### config.mk
export PLATFORM = sky130hd
export DESIGN_NAME = tiger_avalon_arbiter
export DESIGN_NICKNAME = d
export VERILOG_FILES = /design/src/rtl/tiger_arb_pkg.sv /design/src/rtl/tiger_arb_tag_fifo.sv /design/src/rtl/tiger_avalon_arbiter.sv
export SDC_FILE = /design/constraint.sdc
export NUM_CORES = 1
export LEC_CHECK = 0
export BUFFER_PORTS_ARGS = -buffer_cell sky130_fd_sc_hd__buf_2
export CORE_AREA = 10 10 98 100
export DETAILED_ROUTE_END_ITERATION = 7
export DIE_AREA = 0 0 108 110
export PLACE_DENSITY = 0.71
export SETUP_SLACK_MARGIN = 0.15
export SYNTH_ARGS = -nofsm -noshare
export SYNTH_HDL_FRONTEND = slang
export SYNTH_SLANG_ARGS = --single-unit
### constraint.sdc
create_clock -name clk -period 2.9 [get_ports clk]
set_input_delay 0 -clock clk [delete_from_list [all_inputs] [get_ports clk]]
set_output_delay 0 -clock clk [all_outputs]
set_load 0.03 [all_outputs]
### src/rtl/tiger_arb_pkg.sv
`default_nettype none
// ============================================================================
// tiger_arb_pkg : shared types for the tiger Avalon arbiter
// Revision      : 1.0
// ============================================================================
package tiger_arb_pkg;

  typedef enum logic [1:0] {
    ST_IDLE   = 2'd0,
    ST_OWN_IM = 2'd1,
    ST_OWN_DM = 2'd2
  } arb_state_e;

  typedef logic req_id_t;

  localparam req_id_t ID_IM = 1'b0;
  localparam req_id_t ID_DM = 1'b1;

endpackage
`default_nettype wire

### src/rtl/tiger_arb_tag_fifo.sv
`default_nettype none
// ============================================================================
// tiger_arb_tag_fifo : requester-ID FIFO tracking outstanding reads
// Revision           : 1.0
// ============================================================================
module tiger_arb_tag_fifo
  import tiger_arb_pkg::*;
#(
  parameter int DEPTH = 4
) (
  input  logic                   clk,
  input  logic                   reset,
  input  logic                   push,
  input  req_id_t                push_id,
  input  logic                   pop,
  output req_id_t                head_id,
  output logic                   full,
  output logic                   empty,
  output logic [$clog2(DEPTH):0] count
);

  localparam int AW = $clog2(DEPTH);
  localparam logic [AW:0] CNT_FULL = (AW + 1)'(DEPTH);

  logic [DEPTH-1:0] mem_q, mem_d;
  logic [AW-1:0]    wr_ptr_q, wr_ptr_d;
  logic [AW-1:0]    rd_ptr_q, rd_ptr_d;
  logic [AW:0]      count_q, count_d;
  logic             do_push, do_pop;

  assign full    = (count_q == CNT_FULL);
  assign empty   = (count_q == '0);
  assign count   = count_q;
  assign head_id = mem_q[rd_ptr_q];

  // A full FIFO still accepts a push when the head leaves in the same cycle.
  assign do_pop  = pop && !empty;
  assign do_push = push && (!full || do_pop);

  always_comb begin
    mem_d    = mem_q;
    wr_ptr_d = wr_ptr_q;
    rd_ptr_d = rd_ptr_q;
    count_d  = count_q;
    if (do_push) begin
      mem_d[wr_ptr_q] = push_id;
      wr_ptr_d        = wr_ptr_q + AW'(1);
    end
    if (do_pop) begin
      rd_ptr_d = rd_ptr_q + AW'(1);
    end
    case ({do_push, do_pop})
      2'b10:   count_d = count_q + (AW + 1)'(1);
      2'b01:   count_d = count_q - (AW + 1)'(1);
      default: count_d = count_q;
    endcase
  end

  always_ff @(posedge clk) begin
    if (reset) begin
      mem_q    <= '0;
      wr_ptr_q <= '0;
      rd_ptr_q <= '0;
      count_q  <= '0;
    end else begin
      mem_q    <= mem_d;
      wr_ptr_q <= wr_ptr_d;
      rd_ptr_q <= rd_ptr_d;
      count_q  <= count_d;
    end
  end

endmodule
`default_nettype wire

### src/rtl/tiger_avalon_arbiter.sv
`default_nettype none
// ============================================================================
// tiger_avalon_arbiter : instruction/data requester arbiter onto one Avalon
//                        master. Define TIGER_ARB_ROUND_ROBIN_EN for
//                        round-robin conflicts, else data has fixed priority.
// Revision             : 1.0
// ============================================================================
module tiger_avalon_arbiter
  import tiger_arb_pkg::*;
#(
  parameter int MAX_PENDING = 4,
  parameter int RESET_GRANT = 1
) (
  input  logic        clk,
  input  logic        reset,
  input  logic [31:0] im_address,
  input  logic        im_read,
  output logic [31:0] im_readdata,
  output logic        im_waitrequest,
  output logic        im_readdatavalid,
  input  logic [31:0] dm_address,
  input  logic        dm_read,
  input  logic        dm_write,
  input  logic [31:0] dm_writedata,
  input  logic [3:0]  dm_byteenable,
  output logic [31:0] dm_readdata,
  output logic        dm_waitrequest,
  output logic        dm_readdatavalid,
  output logic [31:0] m_address,
  output logic        m_read,
  output logic        m_write,
  output logic [31:0] m_writedata,
  output logic [3:0]  m_byteenable,
  input  logic [31:0] m_readdata,
  input  logic        m_waitrequest,
  input  logic        m_readdatavalid
);

  localparam int          CW       = $clog2(MAX_PENDING);
  localparam logic [CW:0] CNT_MAX  = (CW + 1)'(MAX_PENDING);
  localparam req_id_t     RST_ID   = (RESET_GRANT != 0) ? ID_DM : ID_IM;

  arb_state_e  state_q, state_d;
  req_id_t     last_grant_q, last_grant_d;
  logic        err_q, err_d;

  logic        own_im, own_dm;
  logic        im_cmd, dm_rd_ok, dm_cmd;
  logic        cmd_valid, accept, push, pop, win_dm;
  req_id_t     head_id;
  logic        fifo_full, fifo_empty;
  logic [CW:0] fifo_count;

  tiger_arb_tag_fifo #(
    .DEPTH (MAX_PENDING)
  ) u_fifo (
    .clk     (clk),
    .reset   (reset),
    .push    (push),
    .push_id (own_dm ? ID_DM : ID_IM),
    .pop     (pop),
    .head_id (head_id),
    .full    (fifo_full),
    .empty   (fifo_empty),
    .count   (fifo_count)
  );

  // Ownership is masked by reset so outputs sit at idle values from the first cycle.
  assign own_im   = !reset && (state_q == ST_OWN_IM);
  assign own_dm   = !reset && (state_q == ST_OWN_DM);
  assign im_cmd   = im_read && !fifo_full;
  assign dm_rd_ok = dm_read && !dm_write && !fifo_full;
  assign dm_cmd   = dm_write || dm_rd_ok;

  assign cmd_valid = (own_im && im_cmd) || (own_dm && dm_cmd);
  assign accept    = cmd_valid && !m_waitrequest;
  assign push      = accept && m_read;
  assign pop       = !reset && m_readdatavalid && !fifo_empty;

  assign m_read       = (own_im && im_cmd) || (own_dm && dm_rd_ok);
  assign m_write      = own_dm && dm_write;
  assign m_address    = own_im ? im_address : (own_dm ? dm_address : 32'h0);
  assign m_writedata  = own_dm ? dm_writedata : 32'h0;
  assign m_byteenable = own_im ? 4'hF : (own_dm ? dm_byteenable : 4'h0);

  assign im_waitrequest = !(own_im && im_cmd && !m_waitrequest);
  assign dm_waitrequest = !(own_dm && dm_cmd && !m_waitrequest);

  assign im_readdata      = m_readdata;
  assign dm_readdata      = m_readdata;
  assign im_readdatavalid = pop && (head_id == ID_IM);
  assign dm_readdatavalid = pop && (head_id == ID_DM);

`ifdef TIGER_ARB_ROUND_ROBIN_EN
  assign win_dm = (last_grant_q == ID_IM);
`else
  assign win_dm = 1'b1;
`endif

  always_comb begin
    state_d      = state_q;
    last_grant_d = last_grant_q;
    err_d        = err_q || (m_readdatavalid && fifo_empty);
    case (state_q)
      ST_IDLE: begin
        if (im_read && (dm_read || dm_write)) begin
          state_d      = win_dm ? ST_OWN_DM : ST_OWN_IM;
          last_grant_d = win_dm ? ID_DM : ID_IM;
        end else if (im_read) begin
          state_d      = ST_OWN_IM;
          last_grant_d = ID_IM;
        end else if (dm_read || dm_write) begin
          state_d      = ST_OWN_DM;
          last_grant_d = ID_DM;
        end
      end
      // Stay only while a command is held stalled by the slave.
      ST_OWN_IM, ST_OWN_DM: begin
        if (!cmd_valid || accept) begin
          state_d = ST_IDLE;
        end
      end
      default: state_d = ST_IDLE;
    endcase
  end

  always_ff @(posedge clk) begin
    if (reset) begin
      state_q      <= ST_IDLE;
      last_grant_q <= RST_ID;
      err_q        <= 1'b0;
    end else begin
      state_q      <= state_d;
      last_grant_q <= last_grant_d;
      err_q        <= err_d;
    end
  end

  a_count_bound : assert property (@(posedge clk) disable iff (reset)
    (fifo_count <= CNT_MAX));

endmodule
`default_nettype wire

# ---- After elaboration in Yosys (flattened, before gate mapping)
# Cells that the tools add are included.
dict set report op_classes {
  mux 17
  bitwise_logic 1
  n_addsub 4
  magnitude_cmp 3
  reduce_logical 40
  n_eq_ne 7
}
# op count
set op_table {}
lappend op_table {{32-bit two-way mux} 3}
lappend op_table {{1-bit logical AND} 21}
lappend op_table {{1-bit logical NOT} 8}
lappend op_table {{2-bit two-way mux} 4}
lappend op_table {{4-bit two-way mux} 2}
lappend op_table {{1-bit logical OR} 6}
lappend op_table {{2-bit by 3-bit < comparator with 1-bit output, second input constant} 2}
lappend op_table {{3-bit case mux with 2 select lines} 1}
lappend op_table {{2-bit by 1-bit adder with 2-bit output, second input constant} 2}
lappend op_table {{4-bit bitwise mux} 1}
lappend op_table {{2-bit by 1-bit == test with 1-bit output, second input constant} 2}
lappend op_table {{2-bit == test, second input constant} 2}
lappend op_table {{4-bit != test, second input constant} 1}
lappend op_table {{2-bit case mux with 2 select lines} 1}
lappend op_table {{3-bit by 1-bit adder with 3-bit output, second input constant} 1}
lappend op_table {{3-bit == test, second input constant} 1}
lappend op_table {{3-bit logical NOT} 1}
lappend op_table {{1-bit two-way mux} 3}
lappend op_table {{3-bit by 1-bit subtractor with 3-bit output, second input constant} 1}
lappend op_table {{1-bit binary-select mux with 2-bit select} 1}
lappend op_table {{1-bit demux with 2-bit select} 1}
lappend op_table {{2-bit by 1-bit greater-or-equal comparator with 1-bit output, second input constant} 1}
lappend op_table {{2-bit logical NOT} 1}
lappend op_table {{2-bit != test, second input constant} 1}
lappend op_table {{other kinds (4)} 4}
dict set report totals {
  out_inout_bits 138
  reg_bits 13
  inputBits 139
  word_cells 77
}

# ---- Depth between registers and ports, before layout
# Gate-level depths: netlist of the first run.
dict set report logic_depth {
  depth_word 11
  ltp_mapped 10
  ltp_nobuf 10
}

# ---- By module
# From an unflattened synthesis of the first run, not the netlist that was laid out.
dict set report hier_totals {
  hier_cells 243
  hier_area_um2 1978.1
}
# module cells_per_inst seq_area_each_um2 instances area_per_inst_um2
set by_module_without_submodules {}
lappend by_module_without_submodules {tiger_avalon_arbiter 177 40.0 1 1365.1}
lappend by_module_without_submodules {tiger_arb_tag_fifo 66 220.2 1 613.1}

# ---- Worst setup path after synthesis of the first run
# No wires, ideal clock.
dict set report synth_path {
  path_type {register to register}
  from {register state_q[0]}
  to {register u_fifo.count_q[2], in the netlist u_fifo.count[2]}
  required_time_ns 2.830
  path_buffers 0
  slack_ns 0.373
  synth_period_minus_slack_ns 2.527
  arrival_time_ns 2.456
  path_stages_with_launch 11
  path_cell_list {dfxtp_1 inv_1 ha_1 nand3b_4 a2111oi_4 inv_1 ha_1 fa_1 xnor2_1 or3_1 a21oi_1}
}
dict set report synth_between {
  elab_chain_cells 9
  word_cells_on_any_way 16
  cone_classes {eq/ne (4); mux (1); reduce/logical (11)}
}
# item line_no
set synth_lines {}
lappend synth_lines {{start, declared} tiger_avalon_arbiter.sv:43} ;# arb_state_e state_q, state_d;
lappend synth_lines {{start signal, assigned} tiger_avalon_arbiter.sv:133} ;# state_q <= state_d;
lappend synth_lines {{2-bit by 1-bit == test with 1-bit output or 2-bit == test (tied branches)} {tiger_avalon_arbiter.sv:69, tiger_avalon_arbiter.sv:70}}
lappend synth_lines {{1-bit logical AND (on tied branches)} {tiger_avalon_arbiter.sv:69, tiger_avalon_arbiter.sv:70}}
lappend synth_lines {{1-bit logical AND (on tied branches)} {tiger_avalon_arbiter.sv:75, tiger_avalon_arbiter.sv:80}}
lappend synth_lines {{1-bit logical OR} tiger_avalon_arbiter.sv:75} ;# assign cmd_valid = (own_im && im_cmd) || (own_dm && dm_cmd);
lappend synth_lines {{1-bit logical AND} tiger_avalon_arbiter.sv:76} ;# assign accept = cmd_valid && !m_waitrequest;
lappend synth_lines {{1-bit logical AND (*)} tiger_avalon_arbiter.sv:77} ;# assign push = accept && m_read;
lappend synth_lines {{1-bit logical AND (*)} tiger_arb_tag_fifo.sv:38} ;# assign do_push = push && (!full || do_pop);
lappend synth_lines {{2-bit by 1-bit == test with 1-bit output or 2-bit == test (tied branches)} tiger_arb_tag_fifo.sv:52} ;# case ({do_push, do_pop})
lappend synth_lines {{3-bit case mux with 2 select lines or 2-bit nonzero test (tied branches)} -}
lappend synth_lines {{end signal, assigned} tiger_arb_tag_fifo.sv:69} ;# count_q <= count_d;
lappend synth_lines {{end, declared} tiger_arb_tag_fifo.sv:28} ;# logic [AW:0] count_q, count_d;
# Mark *: on every way between the ends. The rest lies on a longest branch, timed or not.
# A chain may end at the register's enable or synchronous reset.

# ---- Final worst setup path of the first run
# Same ends and word-level chain as after synthesis.

==> results of run 1 <==
==> layout by cell type (no fill, tap or decap), drive strengths merged, types with 6 or more instances in the layout <==
master  count
buf       184
a22o       32
and2       34
mux2i       6
dfxtp      13
inv         6
nor2        8
ha          8
nand2       7
==> worst max-delay path, stage by stage, from the launching register on <==
cell	delay, ps
dfxtp_1	310
inv_1	100
ha_1	280
nand3b_4	130
a2111oi_4	380
inv_1	80
ha_1	220
fa_1	390
xnor2_1	140
or3_1	330
a21oi_1	160
==> state kept, by name, indices dropped and copies added, names as in the netlist <==
| register | cells |
|---|---|
| u_fifo.mem_q | 4 |
| u_fifo.count | 3 |
| u_fifo.wr_ptr_q | 2 |
| state_q | 2 |
| u_fifo.rd_ptr_q | 2 |
==> layout make-up <==
cell class	instances	area, um2	share of cell area
clock buffer	4	45.0	0.0183
inverter	6	22.5	0.00915
multi-input combinational	137	1070	0.437
sequential	13	260	0.106
tap	102	128	0.0519
timing repair buffer	184	931	0.378
==> power groups by stage <==
stage / Combinational (uW) / Clock (uW) / Sequential [uW]
2_1_floorplan: 384 / 0 / 189
3_3_place_gp: 365 / 0 / 189
3_5_place_dp: 368 / 0 / 190
4_1_cts: 370 / 167 / 186
5_1_grt: 395 / 175 / 187
6_report: 365 / 162 / 186
==> cell families (layout without fill, tap and decap cells) <==
| kind of cell | count (synthesis) | in the layout | share of synthesized area |
|---|---|---|---|
| AO/OA/AOI/OAI | 48 | 48 | 0.216 |
| XOR/XNOR | 5 | 5 | 0.0232 |
| adder cells (fa/ha/maj) | 9 | 9 | 0.0637 |
| buffers and inverters | 83 | 194 | 0.295 |
| flip-flops | 13 | 13 | 0.138 |
| multiplexers | 7 | 7 | 0.0438 |
| AND/OR/NAND/NOR | 68 | 68 | 0.219 |
==> how the worst max path moves through the flow <==
stage	start	to
floorplan	state_q[0]	u_fifo.count[2]
global placement	state_q[0]	u_fifo.count[2]
detailed placement	state_q[0]	u_fifo.count[2]
CTS	state_q[0]	u_fifo.count[2]
global route	state_q[0]	u_fifo.count[2]
finish	state_q[0]	u_fifo.count[2]
==> per-layer routing <==
layer,part of all wire,vias to the layer above,GRT usage
li1,-,952,-
met1,0.35,868,0.113
met2,0.49,141,0.198
met3,0.12,42,0.0511
met4,0.046,0,0.0620
met5,0,-,0
==> synthesized netlist by cell type (all sizes together) <==
library cell / count / area (um2)
nand2b: 4 / 25.0
a22o: 32 / 280
nor4bb: 1 / 10.0
or3: 2 / 12.5
buf: 68 / 500
a211oi: 1 / 7.51
nor3: 1 / 5.00
clkbuf: 9 / 33.8
a221oi: 1 / 8.76
xnor2: 4 / 35.0
fa: 1 / 20.0
nor3b: 3 / 22.5
a22oi: 1 / 7.51
nand2: 7 / 26.3
o21ai: 3 / 15.0
dfxtp: 13 / 260
nand3b: 2 / 27.5
a21oi: 3 / 15.0
nand4b: 1 / 8.76
mux2i: 6 / 60.1
o32ai: 1 / 8.76
nor2b: 4 / 25.0
and2: 34 / 213
nor2: 8 / 30.0
inv: 6 / 22.5
xor2: 1 / 8.76
or2b: 1 / 7.51
mux4: 1 / 22.5
o21a: 1 / 7.51
a21o: 4 / 30.0
a2111oi: 1 / 27.5
ha: 8 / 100
==> per-stage QoR <==
step,utilization,instances
2_1_floorplan,-,233
4_1_cts,0.322,446
3_3_place_gp,0.316,442
3_5_place_dp,0.316,442
6_report,0.322,446
5_1_grt,0.322,446
==> impl_metrics.py, run 1 <==
metrics = {
    "status": {
        "status": "finished, final reports clean",
    },
    "yosys": {
        "synth-seq-cells": 13,
        "ys_warn_count": 0,
        "synth_fp_nets": 381,
        "synth_cell_types": 34,
        "synthCells": 233,
        "seq_area_frac_synth": 0.138,
        "avgSynthCellArea_um2": 8.09,
        "syn-cell-area_um2": 1880,
    },
    "die": {
        "core_um2": 7650,
        "boundaryPins": 277,
        "die_h_um": 110,
        "start_util": 0.246,
        "die_area_um2": 11900,
        "die_w_um": 108,
        "fp-row-count": 32,
    },
    "route": {
        "drt_iter0_drc": 102,
        "remaining_drc_errors": 0,
        "detail-route-antenna-nets": 0,
        "wl_per_cell_um": 17.7,
        "via_count": 2003,
        "drt_wl_total_um": 7890,
        "drt_first_pass_iters": 4,
        "drt-vias-per-instance": 4.49,
    },
    "clock_network": {
        "clk_pin_slew_ps": 60,
        "cts_resized": 0,
        "post_cts_buffers": 0,
        "holdBufCountCts": 0,
        "cts-root-buf": "clkbuf_8",
        "cts_tree": "built",
        "cts-root-to-sink-buffers": 2,
        "clk_latency_ps": 240,
        "ctsHtreeMaxLevel": 1,
        "cts.sinks": 13,
        "cts_buffers": 3,
    },
    "power": {
        "pwr-share-comb": 0.512,
        "vdd_drop_max_mv": 0.105,
        "p_int_uw": 421,
        "power_uw": 713,
        "swShare": 0.409,
        "p_per_area_nw_per_um2": 290,
        "p_clk_frac": 0.227,
        "p_seq_frac": 0.261,
        "power.net_switching_uw": 292,
        "p_leak_uw": 0.00143,
    },
    "cells_and_area": {
        "area_growth_pct": 30.6,
        "final_area_um2": 2460,
        "drive_gt1_frac": 0.561,
        "antenna_cells": 0,
        "fillers": 820,
        "layout.nets": 493,
    },
    "global_route": {
        "grt_first_pass_wirelength_um": 11100,
        "first_global_vias": 2177,
        "antenna_found_initial": 0,
        "grt_max_degree": 38,
        "grt_overflow": 0,
        "track_usage": 0.114,
    },
    "sta": {
        "timing.final.crit_share": 0.889,
        "fin_skew_ps": 4.05,
        "finalMaxSlewViolations": 0,
        "rsz0062_at_grt": "false",
        "tightest_slew_ps": 620,
        "setup_viol": 0,
        "max_freq_mhz": 388,
        "finalHoldViolations": 0,
        "fin_crit_ps": 2580,
        "slew_headroom": 0.586,
        "hold_slack_ps": 0.0134,
        "fin_setup_tns_ps": 0,
        "fin_ws_ps": 322,
    },
    "placement": {
        "dp_slack_ps": 325,
        "io_buffer_count": 180,
        "hpwl_um": 6850,
        "dpl_cell_area_um2": 2420,
        "gp_congestion": 0.799,
    },
    "setup_path": {
        "r2r_setup_slack_ps": 320,
        "startpoint_type": "flip-flop",
        "cp.arrival_ps": 2750,
        "r2r-start": "state_q[0]",
        "cp.required_ps": 3070,
        "crit_type": "reg2reg",
        "ff2ff_path_depth": 10,
        "worstPathMaxFanout": 5,
        "r2r-end": "u_fifo.count[2]",
        "cp-end-kind": "flip-flop",
    },
    "run": {
        "drv_cap": 0,
    },
    "worst_hold_path": {
        "min_from": "m_readdata[3]",
        "hold_depth": 0,
        "hold-path-endpoint": "dm_readdata[3]",
        "hp-class": "in2out",
    },
}
(Power assumes the default switching activity.)
==> run 2: changes to the inputs <==
Settings changed: CORE_AREA 10 10 98 100 to 2 2 107 109, DIE_AREA 0 0 108 110 to 0 0 109 111, PLACE_DENSITY 0.71 to 0.54.
==> impl_metrics.py, run 2 (synthesized netlist as in run 1, its figures left out) <==
metrics = {
    "sta": {
        "finalMaxSlewViolations": 0,
        "setup_viol": 0,
        "max_freq_mhz": 397,
        "fin_crit_ps": 2520,
        "slew_headroom": 0.503,
        "tightest_slew_ps": 742,
        "fin_setup_tns_ps": 0,
        "fin_skew_ps": 1.51,
        "timing.final.crit_share": 0.869,
        "finalHoldViolations": 0,
        "rsz0062_at_grt": "false",
    },
    "setup_path": {
        "startpoint_type": "flip-flop",
        "path_depth": 10,
        "cp_top_family": "adder cells",
        "slowest_stage": "a2111oi_4",
        "cp_cell_sequence": "inv_1, ha_1, nand3b_4, a2111oi_4, inv_1, ha_1, fa_1, xnor2_1, or3_1, a21oi_1",
        "cp-end-kind": "flip-flop",
        "path_buf_inv": 2,
        "slowest_delay_ps": 380,
        "cp.arrival_ps": 2690,
        "cp.required_ps": 3070,
        "crit_type": "reg2reg",
        "worstPathMaxFanout": 5,
        "ff2ff_path_depth": 10,
    },
    "power": {
        "vdd_drop_max_mv": 0.166,
        "p_per_area_nw_per_um2": 318,
        "swShare": 0.370,
        "p_seq_frac": 0.230,
        "power.net_switching_uw": 299,
        "p_clk_frac": 0.320,
        "pwr-share-comb": 0.450,
        "p_int_uw": 510,
        "p_leak_uw": 0.00145,
    },
    "cells_and_area": {
        "top_register": "u_fifo.mem_q",
        "layout.nets": 493,
        "fillers": 1215,
        "antenna_cells": 0,
        "final_cell_mix": "buf_2 (180), and2_1 (34), a22o_1 (32)",
        "final_common_cell": "buf_2",
        "largest_reg_flops": 4,
        "area_growth_pct": 35.1,
        "drive_gt1_frac": 0.561,
        "ff_latch_area_um2": 260,
        "multi_input_area_um2": 1070,
        "final_area_um2": 2550,
    },
    "route": {
        "drt-vias-per-instance": 4.16,
        "drt_first_pass_iters": 4,
        "drt_iter0_drc": 47,
        "drt_wl_total_um": 6760,
        "via_count": 2026,
        "detail-route-antenna-nets": 0,
        "wl_per_cell_um": 13.9,
        "remaining_drc_errors": 0,
    },
    "placement": {
        "dpl_cell_area_um2": 2470,
        "gp_congestion": 0.733,
        "hpwl_um": 5750,
        "io_buffer_count": 180,
    },
    "global_route": {
        "grt_first_pass_wirelength_um": 10000,
        "grt_overflow": 0,
        "grt_max_degree": 38,
        "track_usage": 0.106,
        "antenna_found_initial": 1,
        "first_global_vias": 2049,
    },
    "die": {
        "core_um2": 11100,
        "start_util": 0.170,
        "boundaryPins": 277,
        "die_h_um": 111,
        "die_area_um2": 12100,
        "fp-row-count": 39,
        "die_w_um": 109,
    },
    "clock_network": {
        "cts-root-buf": "clkbuf_16",
        "cts_buffers": 3,
        "cts.sinks": 13,
        "ctsHtreeMaxLevel": 1,
        "cts_tree": "built",
        "post_cts_buffers": 0,
        "holdBufCountCts": 0,
        "clk_latency_ps": 240,
        "cts-root-to-sink-buffers": 2,
        "clk_pin_slew_ps": 40,
        "cts_resized": 0,
    },
    "status": {
        "status": "finished, final reports clean",
    },
    "worst_hold_path": {
        "hold_depth": 0,
        "hp-class": "in2out",
    },
    "run": {
        "drv_cap": 0,
    },
}
## run 2: cell types whose count changed in the layout (fill, tap and decap cells not counted)
cell	previous run	this run
clkbuf_16	0	3
clkbuf_8	3	0
## run 2: power by group through the flow
stage / Sequential [uW] / Clock, uW / Combinational (uW)
global route: 187 / 274 / 394
global placement: 189 / 0 / 365
finish: 187 / 259 / 364
floorplan: 189 / 0 / 384
CTS: 187 / 267 / 370
detailed placement: 190 / 0 / 368
## run 2: per-stage QoR
stage          std cells  power [uW]  hold WS [ps]  worst slack (ps)   util
4_1_cts              487         823         0.316               369  0.230
2_1_floorplan        233         573           132               373      -
6_report             487         810        0.0125               381  0.230
3_5_place_dp         483         558         0.316               372  0.223
5_1_grt              487         855        0.0702               209  0.230
3_3_place_gp         483         554         0.316               461  0.223
## run 2: cell type report
type | count | area share
Tap cell | 143 | 0.0703
Inverter | 6 | 0.00885
Timing Repair Buffer | 184 | 0.366
Multi-Input combinational cell | 137 | 0.422
Clock buffer | 4 | 0.0310
Sequential cell | 13 | 0.102
## run 2: worst paths after layout
check	start	endpoint	slack, ps
worst max register to register	state_q[0]	u_fifo.count[2]	380
worst min register to register	u_fifo.mem_q[3]	u_fifo.mem_q[3]	470
worst min-delay path	m_readdata[31]	dm_readdata[31]	0.01
worst max-delay path	state_q[0]	u_fifo.count[2]	380
## run 2: per-layer routing
| layer | share of wire | GRT usage | routed length [um] |
|---|---|---|---|
| met1 | 0.35 | 0.108 | 2390 |
| met3 | 0.093 | 0.0170 | 629 |
| met4 | 0.038 | 0.0513 | 259 |
| met5 | 0 | 0 | 0 |
| met2 | 0.51 | 0.201 | 3480 |
## run 2: worst register-to-register path, cell delays in order (launching register included)
cell and delay (ps):
dfxtp_1 310, inv_1 90, ha_1 280, nand3b_4 120
a2111oi_4 380, inv_1 80, ha_1 220, fa_1 380
xnor2_1 150, or3_1 300, a21oi_1 140
